### src/rtl/mem_ctrl_pkg.sv
// mem_ctrl_pkg
// Shared types and constants for the byte-serialising memory controller.
//   state_t  : controller FSM states
//   client_t : owner of the transfer in flight
//   WORD_BYTES / CNT_WIDTH : word size in bytes and width of the lane counter
package mem_ctrl_pkg;

    localparam int WORD_BYTES = 4;
    localparam int CNT_WIDTH  = 2;

    typedef enum logic [1:0] {
        IDLE,
        READ,
        WAIT_LAST,
        WRITE
    } state_t;

    typedef enum logic {
        CLIENT_IF,
        CLIENT_LSB
    } client_t;

endpackage

### src/rtl/mem_byte_seq.sv
// mem_byte_seq
// Byte serialiser datapath: 2-bit lane counter, read-word assembly and
// store-lane selection.
// Ports:
//   clk, rst              clock, synchronous active-high reset
//   cnt_clr, cnt_inc      clear / advance the lane counter (clear wins)
//   cnt                   current lane counter
//   cap_en, din           capture din into lane (cnt - 1) of the read word
//   word_next             read word including this cycle's capture
//   sel_lane, sel_data,
//   sel_mask              lane index, source word and byte mask for stores
//   sel_byte, sel_en      selected store byte and its write enable
module mem_byte_seq
    import mem_ctrl_pkg::*;
(
    input  logic                 clk,
    input  logic                 rst,
    input  logic                 cnt_clr,
    input  logic                 cnt_inc,
    output logic [CNT_WIDTH-1:0] cnt,
    input  logic                 cap_en,
    input  logic [7:0]           din,
    output logic [31:0]          word_next,
    input  logic [CNT_WIDTH-1:0] sel_lane,
    input  logic [31:0]          sel_data,
    input  logic [3:0]           sel_mask,
    output logic [7:0]           sel_byte,
    output logic                 sel_en
);

    logic [31:0]          word_q;
    logic [CNT_WIDTH-1:0] cap_lane;

    // RAM data lags the address by one cycle, so the byte arriving now
    // belongs to the lane issued last cycle. In WAIT_LAST the counter has
    // already wrapped to 0, and 0 - 1 conveniently selects lane 3.
    assign cap_lane = cnt - CNT_WIDTH'(1);

    always_ff @(posedge clk) begin
        if (rst || cnt_clr) begin
            cnt <= '0;
        end else if (cnt_inc) begin
            cnt <= cnt + CNT_WIDTH'(1);
        end
    end

    always_comb begin
        word_next = word_q;
        for (int i = 0; i < WORD_BYTES; i++) begin
            if (cap_en && (cap_lane == CNT_WIDTH'(i))) begin
                word_next[8*i +: 8] = din;
            end
        end
    end

    always_ff @(posedge clk) begin
        if (rst) begin
            word_q <= '0;
        end else begin
            word_q <= word_next;
        end
    end

    always_comb begin
        sel_byte = 8'h00;
        for (int i = 0; i < WORD_BYTES; i++) begin
            if (sel_lane == CNT_WIDTH'(i)) begin
                sel_byte = sel_data[8*i +: 8];
            end
        end
    end

    assign sel_en = sel_mask[sel_lane];

endmodule

### src/rtl/mem_ctrl.sv
// mem_ctrl
// Arbitrates the load/store buffer (priority) and instruction fetch onto a
// byte-wide RAM, serialising each word request into four byte cycles.
// Ports:
//   clk, rst                          clock, synchronous active-high reset
//   flush                             aborts in-flight reads, blocks accept
//   lsb_req/we/addr/wdata/mask        LSB request (store or load)
//   lsb_ready, lsb_rvalid, lsb_rdata  LSB handshake and load result
//   if_req/addr                       fetch request
//   if_ready, if_rvalid, if_rdata     fetch handshake and result
//   ram_a, ram_wr, ram_dout, ram_din  registered RAM port (din lags a by 1)
module mem_ctrl
    import mem_ctrl_pkg::*;
#(
    parameter int ADDR_WIDTH = 32
) (
    input  logic                  clk,
    input  logic                  rst,
    input  logic                  flush,
    input  logic                  lsb_req,
    input  logic                  lsb_we,
    input  logic [ADDR_WIDTH-1:0] lsb_addr,
    input  logic [31:0]           lsb_wdata,
    input  logic [3:0]            lsb_mask,
    output logic                  lsb_ready,
    output logic                  lsb_rvalid,
    output logic [31:0]           lsb_rdata,
    input  logic                  if_req,
    input  logic [ADDR_WIDTH-1:0] if_addr,
    output logic                  if_ready,
    output logic                  if_rvalid,
    output logic [31:0]           if_rdata,
    output logic [ADDR_WIDTH-1:0] ram_a,
    output logic                  ram_wr,
    output logic [7:0]            ram_dout,
    input  logic [7:0]            ram_din
);

    state_t                state, state_nxt;
    client_t               client;
    logic [ADDR_WIDTH-1:0] base;
    logic [31:0]           wdata_q;
    logic [3:0]            mask_q;

    logic                  lsb_accept, if_accept, accept, abort, done;
    logic [ADDR_WIDTH-1:0] req_addr;
    logic [CNT_WIDTH-1:0]  cnt, lane_nxt, sel_lane;
    logic                  cnt_last, cnt_clr, cnt_inc, cap_en;
    logic [31:0]           word_next, sel_data;
    logic [3:0]            sel_mask;
    logic [7:0]            sel_byte;
    logic                  sel_en;
    logic [ADDR_WIDTH-1:0] ram_a_nxt;
    logic                  ram_wr_nxt;
    logic [7:0]            ram_dout_nxt;

    assign lsb_ready  = (state == IDLE) && !flush;
    assign if_ready   = (state == IDLE) && !flush && !lsb_req;
    assign lsb_accept = lsb_req && lsb_ready;
    assign if_accept  = if_req && if_ready;
    assign accept     = lsb_accept || if_accept;
    assign req_addr   = lsb_accept ? lsb_addr : if_addr;

    assign abort    = flush && ((state == READ) || (state == WAIT_LAST));
    assign done     = (state == WAIT_LAST) && !flush;
    assign cnt_last = (cnt == CNT_WIDTH'(WORD_BYTES - 1));
    assign lane_nxt = cnt + CNT_WIDTH'(1);

    // The first store lane is issued on the accept edge, before the request
    // is latched, so it is taken straight from the LSB inputs.
    assign sel_lane = (state == IDLE) ? '0 : lane_nxt;
    assign sel_data = (state == IDLE) ? lsb_wdata : wdata_q;
    assign sel_mask = (state == IDLE) ? lsb_mask : mask_q;

    assign cnt_clr = accept || abort;
    assign cnt_inc = ((state == READ) && !flush) || (state == WRITE);
    assign cap_en  = ((state == READ) && (cnt != '0)) || (state == WAIT_LAST);

    mem_byte_seq u_seq (
        .clk       (clk),
        .rst       (rst),
        .cnt_clr   (cnt_clr),
        .cnt_inc   (cnt_inc),
        .cnt       (cnt),
        .cap_en    (cap_en),
        .din       (ram_din),
        .word_next (word_next),
        .sel_lane  (sel_lane),
        .sel_data  (sel_data),
        .sel_mask  (sel_mask),
        .sel_byte  (sel_byte),
        .sel_en    (sel_en)
    );

    always_ff @(posedge clk) begin
        if (rst) begin
            state <= IDLE;
        end else begin
            state <= state_nxt;
        end
    end

    always_comb begin
        state_nxt = state;
        unique case (state)
            IDLE: begin
                if (lsb_accept) begin
                    state_nxt = lsb_we ? WRITE : READ;
                end else if (if_accept) begin
                    state_nxt = READ;
                end
            end
            READ: begin
                if (flush) begin
                    state_nxt = IDLE;
                end else if (cnt_last) begin
                    state_nxt = WAIT_LAST;
                end
            end
            WAIT_LAST: state_nxt = IDLE;
            WRITE: begin
                if (cnt_last) begin
                    state_nxt = IDLE;
                end
            end
            default: state_nxt = IDLE;
        endcase
    end

    // RAM outputs are registered, so this computes the values for the next
    // cycle: the lane after the current one while a transfer is running.
    always_comb begin
        ram_a_nxt    = ram_a;
        ram_wr_nxt   = 1'b0;
        ram_dout_nxt = ram_dout;
        unique case (state)
            IDLE: begin
                if (accept) begin
                    ram_a_nxt = req_addr & ~ADDR_WIDTH'(3);
                end
                if (lsb_accept && lsb_we) begin
                    ram_wr_nxt   = sel_en;
                    ram_dout_nxt = sel_byte;
                end
            end
            READ: begin
                if (!flush && !cnt_last) begin
                    ram_a_nxt = base + ADDR_WIDTH'(lane_nxt);
                end
            end
            WRITE: begin
                if (!cnt_last) begin
                    ram_a_nxt    = base + ADDR_WIDTH'(lane_nxt);
                    ram_wr_nxt   = sel_en;
                    ram_dout_nxt = sel_byte;
                end
            end
            default: begin
            end
        endcase
    end

    always_ff @(posedge clk) begin
        if (rst) begin
            ram_a      <= '0;
            ram_wr     <= 1'b0;
            ram_dout   <= 8'h00;
            lsb_rvalid <= 1'b0;
            if_rvalid  <= 1'b0;
            lsb_rdata  <= 32'h0;
            if_rdata   <= 32'h0;
            base       <= '0;
            client     <= CLIENT_IF;
            wdata_q    <= 32'h0;
            mask_q     <= 4'h0;
        end else begin
            ram_a      <= ram_a_nxt;
            ram_wr     <= ram_wr_nxt;
            ram_dout   <= ram_dout_nxt;
            lsb_rvalid <= done && (client == CLIENT_LSB);
            if_rvalid  <= done && (client == CLIENT_IF);
            if (done && (client == CLIENT_LSB)) begin
                lsb_rdata <= word_next;
            end
            if (done && (client == CLIENT_IF)) begin
                if_rdata <= word_next;
            end
            if (accept) begin
                base    <= req_addr & ~ADDR_WIDTH'(3);
                client  <= lsb_accept ? CLIENT_LSB : CLIENT_IF;
                wdata_q <= lsb_wdata;
                mask_q  <= lsb_mask;
            end
        end
    end

endmodule
### config.mk
export PLATFORM = sky130hd
export DESIGN_NAME = mem_ctrl
export DESIGN_NICKNAME = d
export VERILOG_FILES = /design/src/rtl/mem_ctrl_pkg.sv /design/src/rtl/mem_byte_seq.sv /design/src/rtl/mem_ctrl.sv
export SDC_FILE = /design/constraint.sdc
export NUM_CORES = 1
export LEC_CHECK = 0
export ABC_AREA = 1
export CAP_MARGIN = 20
export CORE_MARGIN = 2
export CORE_UTILIZATION = 30
export DETAILED_ROUTE_END_ITERATION = 7
export PLACE_DENSITY = 0.5
export SYNTH_ARGS = -nofsm -noshare
export SYNTH_HDL_FRONTEND = slang
export SYNTH_SLANG_ARGS = --single-unit
### constraint.sdc
create_clock -name clk -period 3.9 [get_ports clk]
set_input_delay 0.78 -clock clk [delete_from_list [all_inputs] [get_ports clk]]
set_output_delay 0.78 -clock clk [all_outputs]
set_load 0.03 [all_outputs]
==> reports/qor.csv <==
metric,value,unit
status,completed,
vias in the first global route,8592,
"Seq/Total Area, Yosys",43.8,%
Final Wtd Congestion,0.739,
fin crit period,3.10,ns
Via density,4.45,
"Top FF cell, synth",dfxtp_1,
R2R Setup Slk,1.22,ns
GRT Overall Usage,16.9,%
Clock Tree Buf Depth,3,
placeable core area,31600,um^2
ANT cells,0,
crit path from,flush,
CTS sink count,210,
H-tree depth,1,
area taken by multi-input logic gates,4290,um^2
worst skew pair latency,0.52,ns
"top cells by area, synth","dfxtp_1 (44%), nand2_1 (15%), nor2_1 (7.5%), inv_1 (7.0%), nand3_1 (5.8%)",
"Req. time, crit path",3.12,ns
die width,183,um
Initial Utilization,30.4,%
Max Freq,0.322,GHz
Hold Buf Count CTS,0,
r2r startpoint,u_seq.cnt[0]$_SDFFE_PP0P_,
Detailed Routing Iterations Pass 1,4,
Root Driver,clkbuf_16,
final design utilization,40.7,%
Post-CTS Resized,0,
endpoint type of the worst setup path,primary output,
Post-CTS Setup Repair Bufs,0,
nets@finish,1731,
Post-synth ARST share,0,%
DRC viols,0,
Startpoint Class,input pin,
fin crit share,79.6,%
Fin Hold WS,0.453,ns
DIE AREA,33500,um^2
# fillers,3311,
Post-synth EDFFs,0,
row count,65,
grt total ovfl,0,
Least-Margin Pin Slew,0.723,ns
Max Cap Viol,0,
Mapped Area,9600,um^2
Lkg Pwr,5.90,nW
Mapped Cells,1424,
critical path arrival,2.32,ns
Synth Warn #,0,
Total Wirelength,28.5,mm
most numerous cell in the Yosys netlist,nand2_1,
Syn Area/Cell,6.74,um^2
DP Wirelength,18.8,mm
Cell Pwr Density,643,nW/um^2
Seq cells post-synth,210,
pin count of the biggest net entering global routing,96,
drt wl/cell,14.1,um
Die Y-Extent,183,um
"Reg clk slew, reported paths",0.06,ns
Iter 0 DRT Violations,418,
Setup TNS,0,ns
area growth from synthesis to final layout,33.7,%
peak supply drop,0.000368,V
Yosys top cell area share,43.8,%
total power,8.25,mW
Rel. slew slack,51.8,%
RSZ-0062 raised after global routing,no,
Num CTS Buffers,25,
layout cells sized above 1,4.68,%
count of final hold-check violations,0,
"Slew Viols, Final",0,
Worst Hold Class,reg -> reg,
initial antenna violation count,0,
Syn Nets,1549,
crit path kind,in -> out,
setup violators final,0,
crit-path max FO,5,
most frequent cells after synthesis,"nand2_1 (395), dfxtp_1 (210), nor2_1 (192)",
CTS tree,yes,
Final Skew,0.00811,ns
Yosys cell types,27,
cell taking the most area after synthesis,dfxtp_1,
hold_sp,wdata_q[15]$_SDFFE_PP0P_,
Port-buffer cells,218,
first-pass GRT wire length,45.9,mm
via count,9002,
DRT antenna net count,0,
io pins,223,
Storage cell area,4200,um^2
-- stage by stage --
stage / setup WS, ns / cell area [um^2] / instances
final: 0.796 / 12800 / 2025
after global routing: 0.692 / 12800 / 2025
after CTS: 0.781 / 12800 / 2025
after detailed placement: 0.785 / 12100 / 1981
after global placement: 0.802 / 12000 / 1979
after floorplan: 1.82 / 9600 / 1424
-- placed cells by master (no fill, tap or decap) --
cell type	n
buf_16	1
clkbuf_1	10
clkbuf_16	25
inv_1	180
nor2_4	2
o21a_1	64
inv_4	1
clkinv_1	1
ha_1	11
o211ai_1	1
o21ai_1	10
nor3_1	2
o21ai_2	1
inv_6	1
buf_12	5
buf_4	9
dfxtp_1	210
o21ai_0	62
nor2_2	1
clkbuf_8	4
nand2_1	394
clkinv_2	3
nand3_1	112
buf_2	1
clkdlybuf4s50_1	217
nand3b_1	1
inv_2	9
nand4_1	2
a211oi_1	1
nand2_2	11
nand2_4	1
clkinvlp_4	1
nor2_1	191
a21oi_1	78
-- final timing paths --
| kind | to | cells after the start |
|---|---|---|
| setup reg to reg | ram_dout[6]$_SDFFE_PP0P_ | 9 |
| hold reg to reg | wdata_q[15]$_SDFFE_PP0P_ | 2 |
| setup / recovery | if_ready | 5 |
| hold / removal | wdata_q[15]$_SDFFE_PP0P_ | 2 |
-- routing by layer --
metal / track usage (%) / share of wire (%) / wire length [um] / vias up
li1: - / - / - / 4764
met1: 22.4 / 47 / 13600 / 4029
met2: 28.7 / 46 / 13200 / 175
met3: 2.78 / 4.6 / 1310 / 34
met4: 4.10 / 1.8 / 517 / 0
met5: 0 / 0 / 0 / -
-- layout make-up --
| cell class | count | share of cell area (%) |
|---|---|---|
| Clock buffer | 39 | 5.60 |
| Tap cell | 402 | 3.92 |
| Multi-Input combinational cell | 945 | 33.4 |
| Clock inverter | 5 | 0.244 |
| Sequential cell | 210 | 32.8 |
| Timing Repair Buffer | 233 | 18.5 |
| Inverter | 191 | 5.60 |
-- registers in the layout (all words and copies together) (netlist names), 4 cells and up --
name          cells
if_rdata         32
lsb_rdata        32
ram_a            32
u_seq.word_q     32
wdata_q          32
base             30
ram_dout          8
mask_q            4
-- where the power goes --
group          switching (mW)  internal, mW  leakage [nW]
clock network           0.912          1.26         0.365
logic                    2.11          1.21          3.82
registers               0.199          2.56          1.72
-- logic make-up (layout without fill, tap and decap cells) --
| family | Yosys count | count (layout) | share of synthesized area, % |
|---|---|---|---|
| AOI/OAI and AO/OA | 217 | 217 | 13.1 |
| adders and majority gates | 11 | 11 | 1.43 |
| buffers and inverters | 269 | 468 | 11.6 |
| DFF | 210 | 210 | 43.8 |
| and+or+nand+nor | 717 | 717 | 30.1 |
-- critical path: stages --
cell and delay [ns]:
clkdlybuf4s50_1 0.50, inv_2 0.14, nand2_1 0.10, nor2_1 0.10, clkdlybuf4s50_1 0.69
Note: power is estimated with default switching activity, not from simulation.
